File: src/rtl/mbiobus_decoder.sv
// Address decoder and slave arbiter between the MicroBlaze MCS IO bus master
// and up to four IO bus slaves. Unmapped or silent slaves end in an error response.
module mbiobus_decoder #(
    parameter logic [31:0] BASE      = 32'hC000_0000,
    parameter logic [31:0] BASE_MASK = 32'hFFFF_C000,
    parameter int          SEL_LSB   = 12,
    parameter logic [3:0]  SLV_EN    = 4'b1111,
    parameter int          TIMEOUT   = 16,
    parameter logic [31:0] ERR_DATA  = 32'hDEAD_BEEF
) (
    input  logic         clk,
    input  logic         rst,
    input  logic         io_addr_strobe,
    input  logic         io_read_strobe,
    input  logic         io_write_strobe,
    input  logic [3:0]   io_byte_en,
    input  logic [31:0]  io_addr,
    input  logic [31:0]  io_write_data,
    output logic [31:0]  io_read_data,
    output logic         io_ready,
    output logic [3:0]   s_addr_strobe,
    output logic [3:0]   s_read_strobe,
    output logic [3:0]   s_write_strobe,
    output logic [3:0]   s_byte_en,
    output logic [31:0]  s_addr,
    output logic [31:0]  s_write_data,
    input  logic [127:0] s_read_data,
    input  logic [3:0]   s_ready,
    output logic         bus_error,
    output logic [31:0]  err_addr
);

    localparam logic [1:0] ST_IDLE   = 2'd0;
    localparam logic [1:0] ST_ACCESS = 2'd1;
    localparam logic [1:0] ST_WAIT   = 2'd2;
    localparam logic [1:0] ST_RESP   = 2'd3;

    localparam logic [7:0] TO_LAST = 8'(TIMEOUT - 1);

    logic [1:0]  state_q, state_d;
    logic [7:0]  cnt_q, cnt_d;
    logic [1:0]  idx_q, idx_d;
    logic        wr_q, wr_d;
    logic [31:0] s_addr_q, s_addr_d;
    logic [3:0]  s_byte_en_q, s_byte_en_d;
    logic [31:0] s_write_data_q, s_write_data_d;
    logic [3:0]  s_addr_strobe_q, s_addr_strobe_d;
    logic [3:0]  s_read_strobe_q, s_read_strobe_d;
    logic [3:0]  s_write_strobe_q, s_write_strobe_d;
    logic        io_ready_q, io_ready_d;
    logic [31:0] io_read_data_q, io_read_data_d;
    logic        bus_error_q, bus_error_d;
    logic [31:0] err_addr_q, err_addr_d;

    logic [1:0]  idx_s;
    logic        hit_s;
    logic        rw_ok_s;
    logic        map_ok_s;
    logic        sel_ready_s;
    logic [31:0] sel_rdata_s;
    logic        drop_s;
    logic        term_err_s;
    logic [31:0] term_addr_s;

    assign idx_s       = io_addr[SEL_LSB+1:SEL_LSB];
    assign hit_s       = ((io_addr & BASE_MASK) == BASE);
    assign rw_ok_s     = io_read_strobe ^ io_write_strobe;
    assign map_ok_s    = hit_s & SLV_EN[idx_s] & rw_ok_s;
    // Only the latched slave's ready and data are ever looked at.
    assign sel_ready_s = s_ready[idx_q];
    assign sel_rdata_s = s_read_data[{idx_q, 5'd0} +: 32];
    assign drop_s      = io_addr_strobe & (state_q != ST_IDLE);

    // Next-state and next-output computation for the transaction FSM.
    always_comb begin
        state_d          = state_q;
        cnt_d            = cnt_q;
        idx_d            = idx_q;
        wr_d             = wr_q;
        s_addr_d         = s_addr_q;
        s_byte_en_d      = s_byte_en_q;
        s_write_data_d   = s_write_data_q;
        s_addr_strobe_d  = 4'b0000;
        s_read_strobe_d  = 4'b0000;
        s_write_strobe_d = 4'b0000;
        io_ready_d       = 1'b0;
        io_read_data_d   = 32'h0000_0000;
        term_err_s       = 1'b0;
        term_addr_s      = s_addr_q;

        case (state_q)
            ST_IDLE: begin
                cnt_d = 8'd0;
                if (io_addr_strobe) begin
                    s_addr_d       = io_addr;
                    s_byte_en_d    = io_byte_en;
                    s_write_data_d = io_write_data;
                    idx_d          = idx_s;
                    wr_d           = io_write_strobe;
                    term_addr_s    = io_addr;
                    if (map_ok_s) begin
                        state_d          = ST_ACCESS;
                        s_addr_strobe_d  = 4'b0001 << idx_s;
                        s_read_strobe_d  = io_read_strobe  ? (4'b0001 << idx_s) : 4'b0000;
                        s_write_strobe_d = io_write_strobe ? (4'b0001 << idx_s) : 4'b0000;
                    end else begin
                        state_d        = ST_RESP;
                        io_ready_d     = 1'b1;
                        term_err_s     = 1'b1;
                        io_read_data_d = io_write_strobe ? 32'h0000_0000 : ERR_DATA;
                    end
                end else begin
                    s_addr_d       = 32'h0000_0000;
                    s_byte_en_d    = 4'b0000;
                    s_write_data_d = 32'h0000_0000;
                end
            end
            ST_ACCESS: begin
                cnt_d = 8'd0;
                if (sel_ready_s) begin
                    state_d        = ST_RESP;
                    io_ready_d     = 1'b1;
                    io_read_data_d = wr_q ? 32'h0000_0000 : sel_rdata_s;
                end else begin
                    state_d = ST_WAIT;
                end
            end
            ST_WAIT: begin
                // A ready arriving on the timeout edge still completes normally.
                if (sel_ready_s) begin
                    state_d        = ST_RESP;
                    io_ready_d     = 1'b1;
                    io_read_data_d = wr_q ? 32'h0000_0000 : sel_rdata_s;
                end else if (cnt_q == TO_LAST) begin
                    state_d        = ST_RESP;
                    io_ready_d     = 1'b1;
                    term_err_s     = 1'b1;
                    io_read_data_d = wr_q ? 32'h0000_0000 : ERR_DATA;
                end else begin
                    cnt_d = cnt_q + 8'd1;
                end
            end
            ST_RESP: begin
                state_d        = ST_IDLE;
                cnt_d          = 8'd0;
                s_addr_d       = 32'h0000_0000;
                s_byte_en_d    = 4'b0000;
                s_write_data_d = 32'h0000_0000;
            end
            default: begin
                state_d        = ST_IDLE;
                cnt_d          = 8'd0;
                s_addr_d       = 32'h0000_0000;
                s_byte_en_d    = 4'b0000;
                s_write_data_d = 32'h0000_0000;
            end
        endcase

        bus_error_d = term_err_s | drop_s;
        // A dropped strobe is the more recent event when both coincide.
        if (drop_s) begin
            err_addr_d = io_addr;
        end else if (term_err_s) begin
            err_addr_d = term_addr_s;
        end else begin
            err_addr_d = err_addr_q;
        end
    end

    // State and registered outputs, cleared asynchronously on reset.
    always_ff @(posedge clk or negedge rst) begin
        if (!rst) begin
            state_q          <= ST_IDLE;
            cnt_q            <= 8'd0;
            idx_q            <= 2'd0;
            wr_q             <= 1'b0;
            s_addr_q         <= 32'h0000_0000;
            s_byte_en_q      <= 4'b0000;
            s_write_data_q   <= 32'h0000_0000;
            s_addr_strobe_q  <= 4'b0000;
            s_read_strobe_q  <= 4'b0000;
            s_write_strobe_q <= 4'b0000;
            io_ready_q       <= 1'b0;
            io_read_data_q   <= 32'h0000_0000;
            bus_error_q      <= 1'b0;
            err_addr_q       <= 32'h0000_0000;
        end else begin
            state_q          <= state_d;
            cnt_q            <= cnt_d;
            idx_q            <= idx_d;
            wr_q             <= wr_d;
            s_addr_q         <= s_addr_d;
            s_byte_en_q      <= s_byte_en_d;
            s_write_data_q   <= s_write_data_d;
            s_addr_strobe_q  <= s_addr_strobe_d;
            s_read_strobe_q  <= s_read_strobe_d;
            s_write_strobe_q <= s_write_strobe_d;
            io_ready_q       <= io_ready_d;
            io_read_data_q   <= io_read_data_d;
            bus_error_q      <= bus_error_d;
            err_addr_q       <= err_addr_d;
        end
    end

    assign io_read_data   = io_read_data_q;
    assign io_ready       = io_ready_q;
    assign s_addr_strobe  = s_addr_strobe_q;
    assign s_read_strobe  = s_read_strobe_q;
    assign s_write_strobe = s_write_strobe_q;
    assign s_byte_en      = s_byte_en_q;
    assign s_addr         = s_addr_q;
    assign s_write_data   = s_write_data_q;
    assign bus_error      = bus_error_q;
    assign err_addr       = err_addr_q;

endmodule

File: config.mk
export PLATFORM = sky130hd
export DESIGN_NAME = mbiobus_decoder
export DESIGN_NICKNAME = d
export VERILOG_FILES = /design/src/rtl/mbiobus_decoder.sv
export SDC_FILE = /design/constraint.sdc
export NUM_CORES = 1
export LEC_CHECK = 0
export ABC_AREA = 1
export CORE_MARGIN = 5
export CORE_UTILIZATION = 25
export CTS_CLUSTER_DIAMETER = 120
export DETAILED_ROUTE_END_ITERATION = 6
export GPL_ROUTABILITY_DRIVEN = 0
export PLACE_DENSITY = 0.59
export SLEW_MARGIN = 5
export SYNTH_ARGS = -nofsm -noshare
export SYNTH_HDL_FRONTEND = slang
export SYNTH_SLANG_ARGS = --single-unit
File: constraint.sdc
create_clock -name clk -period 1.9 [get_ports clk]
set_input_delay 0.38 -clock clk [delete_from_list [all_inputs] [get_ports clk]]
set_output_delay 0.38 -clock clk [all_outputs]
set_load 0.02 [all_outputs]
==> results.json <==
{
  "status": "finished clean",
  "crit_path_max_fanout": 1,
  "timing.critical_path.slowest_cell_delay_ns": 0.64,
  "cp_data_arrival_time_ns": 1.46,
  "postLayoutCellArea_um2": 13500,
  "synthTopCellsByCount": "nand2_1, inv_1, dfrtp_1, o21ai_0, nand3_1",
  "critical_path.n_buffers_inverters": 1,
  "post-synth-top-area-fraction_pct": 45.9,
  "drc": 0,
  "timing.hold.worst.class": "primary input to register",
  "synth-xor-area-share_pct": 0.505,
  "setup_tns_ns": 0,
  "post_drt_wl_per_cell_um": 15.9,
  "maxClockFrequency_mhz": 543,
  "grt_use_total_pct": 16.3,
  "crit_path_top_delay_cell": "clkdlybuf4s50_1",
  "synth_sequential_area_ratio_pct": 45.9,
  "synth.mux.area_fraction_pct": 0,
  "cts_made_buffers": 17,
  "dr.first_iter.drc_count": 500,
  "largest_family_of_logic_cells_by_synthesized_area": "simple AND/OR/NAND/NOR gates",
  "dieArea_um2": 38500,
  "maxSlewViolCount": 0,
  "htree_levels": 4,
  "synth_adder_area_share_pct": 0.722,
  "synth.most_common_cell": "nand2_1",
  "timing.final.ws_setup_ns": 0.0583,
  "place.detailed.hpwl_um": 23700,
  "via_per_inst": 4.46,
  "p_total_uw": 19900,
  "cp_num_cells": 1,
  "worst_max_slew_margin_expressed_relative_to_the_limit_pct": 65.1,
  "port_buffers": 350,
  "synth.area.top_cells": "dfrtp_1, nand2_1, inv_1",
  "detail_route.wirelength_um": 32100,
  "rows": 68,
  "clk_pin_slew_worst_paths_ns": 0.07,
  "buffer_cell_driving_the_clock_tree_root": "clkbuf_16",
  "flow.area_growth_from_synthesis_pct": 56.1,
  "layout_worst_path_cycle_share_pct": 96.9,
  "die-width_um": 196,
  "min_period_ns": 1.84,
  "worstHoldPathCells": 3,
  "grt_util_met1_pct": 20.9,
  "first_pass_grt_wire_length_um": 50400,
  "dp_slack_ns": -0.326,
  "critical-path-top-delay-family": "buffers and inverters",
  "fraction_of_final_layout_cells_with_drive_strength_greater_than_1_pct": 7.75,
  "antenna_left": 0,
  "synth.distinct_cells": 30,
  "residual_overflow_from_global_routing": 0,
  "grt.met2_usage_pct": 25.8,
  "endpoint_kind": "output pin",
  "postSynth.asyncResetShare_pct": 100,
  "placement.cell_area_um2": 12900,
  "synth_edf_count": 0,
  "irDropWorstVdd_mv": 0.648,
  "nNetsFinal": 1758,
  "core_region_area_um2": 34400,
  "power_density_nw_per_um2": 1470,
  "class_of_the_most_critical_setup_path": "register to output pin",
  "cp.required_ns": 1.52,
  "drt_pass1_iterations": 4,
  "post_cts.repair.setup_buffers": 0,
  "syn-cell-area_um2": 8660,
  "worstPathCellList": "clkdlybuf4s50_1",
  "yosys_most_used_dff": "dfrtp_1",
  "top_usage_layer": "met2",
  "rsz_0062_raised_after_global_routing": "no",
  "ff_to_ff_path_depth": 8,
  "syn_inst": 1198,
  "routed-via-count": 8988,
  "max_slew.worst_pin.slew_ns": 0.524,
  "crit_path_start_kind": "register",
  "fill_cells": 3527,
  "clock_path_buffers": 2,
  "numClockSinks": 159,
  "clock-skew-final_ns": 0.0102,
  "number_of_antenna_violations_at_the_first_check_in_global_routing": 1,
  "synth_simple_gate_area_share_pct": 31.3,
  "groute.layer.met3.usage_pct": 6.04,
  "ios": 351,
  "grt_max_degree": 65,
  "fp.dieH_um": 196,
  "yosysWarnings": 0,
  "final_hold_viol_count": 0,
  "synth_compound_gate_area_share_pct": 9.10,
  "post_synth.cell_area_avg_um2": 7.23,
  "yosys_register_bits": 159,
  "power_leakage_uw": 0.00666,
  "first_global_vias": 9080,
  "worstSkewPairLatency_ns": 0.43,
  "tritoncts": "yes",
  "antenna_cells_inserted": 0,
  "setup_viol_count_final": 0,
  "floorplan.initialDensity_pct": 25.2,
  "syn-num-nets": 1408,
  "synth.largest_area_cell": "dfrtp_1",
  "maxCapViolCount": 0
}
[per-layer routing]
metal / vias up / part of all wire, %
li1: 4466 / -
met1: 4162 / 43
met2: 319 / 46
met3: 39 / 9.4
met4: 2 / 2.0
met5: - / 0.022
[per-stage QoR]
step | hold slack, ns | cells | utilization (%)
floorplan | 0.0844 | 1198 | -
detailed placement | 0.371 | 1983 | 37.5
global route | 0.379 | 2016 | 39.3
global placement | 0.375 | 1983 | 37.5
finish | 0.368 | 2016 | 39.3
CTS | 0.319 | 2016 | 39.3
[cell usage in the layout, fill, tap and decap left out, types with 5 or more instances in the layout]
| master | Yosys | final |
|---|---|---|
| xor2_1 | 5 | 5 |
| buf_4 | 16 | 44 |
| nor2_1 | 63 | 62 |
| ha_1 | 5 | 5 |
| o22ai_1 | 34 | 34 |
| dfrtp_1 | 159 | 158 |
| o21ai_0 | 93 | 93 |
| nand4_1 | 55 | 55 |
| clkdlybuf4s50_1 | 0 | 345 |
| nand3_1 | 80 | 80 |
| nand2_1 | 419 | 418 |
| buf_12 | 0 | 12 |
| a21oi_2 | 8 | 8 |
| nand2_2 | 6 | 7 |
| inv_1 | 172 | 171 |
| clkbuf_16 | 0 | 17 |
[cell families (layout without fill, tap and decap cells)]
| kind of cell | Yosys count | in the layout |
|---|---|---|
| compound gates | 141 | 141 |
| buf+inv | 253 | 616 |
| flops | 159 | 159 |
| xor+xnor | 5 | 5 |
| simple gates | 635 | 635 |
| fa+ha+maj | 5 | 5 |
[report_power, final]
group | internal [uW] | switching, uW
sequential | 4480 | 613
clock | 2040 | 1540
combinational | 4420 | 6780
total | 10900 | 8940
[repair_timing]
item,4_1_cts,5_1_grt
resized for setup,1,5
endpoints found under the setup margin,1,5
hold buffers,1,0
hold endpoints to repair,43,0
pin swaps,0,0
[final timing paths]
| path | start | endpoint | slack (ns) |
|---|---|---|---|
| setup / recovery | io_read_data[30] | io_read_data[30] | 0.06 |
| hold / removal | io_addr_strobe | wr_q | 0.37 |
| setup reg to reg | idx_q[0] | state_q[1] | 0.20 |
| hold reg to reg | s_write_data[7] | s_write_data[7] | 0.48 |
| max in group asynchronous | rst | s_addr[5] | 0.79 |
| min in group asynchronous | rst | s_addr[27] | 0.46 |
[registers in the layout, summed over array words and instances (netlist names)]
register / flops
err_addr: 32
io_read_data: 32
s_addr: 32
s_write_data: 32
cnt_q: 8
s_addr_strobe: 4
s_byte_en: 4
s_read_strobe: 4
s_write_strobe: 4
idx_q: 2
state_q: 2
bus_error: 1
io_ready: 1
wr_q: 1
[area by class of cell]
class / count / area (um2) / area share [%]
tap: 455 / 569 / 4.21
multi-input combinational: 786 / 3610 / 26.7
timing repair buffer: 408 / 4100 / 30.3
sequential: 159 / 3980 / 29.4
clock inverter: 13 / 155 / 1.15
clock buffer: 19 / 453 / 3.35
inverter: 176 / 661 / 4.88
Note: power is estimated with default switching activity, not from simulation.
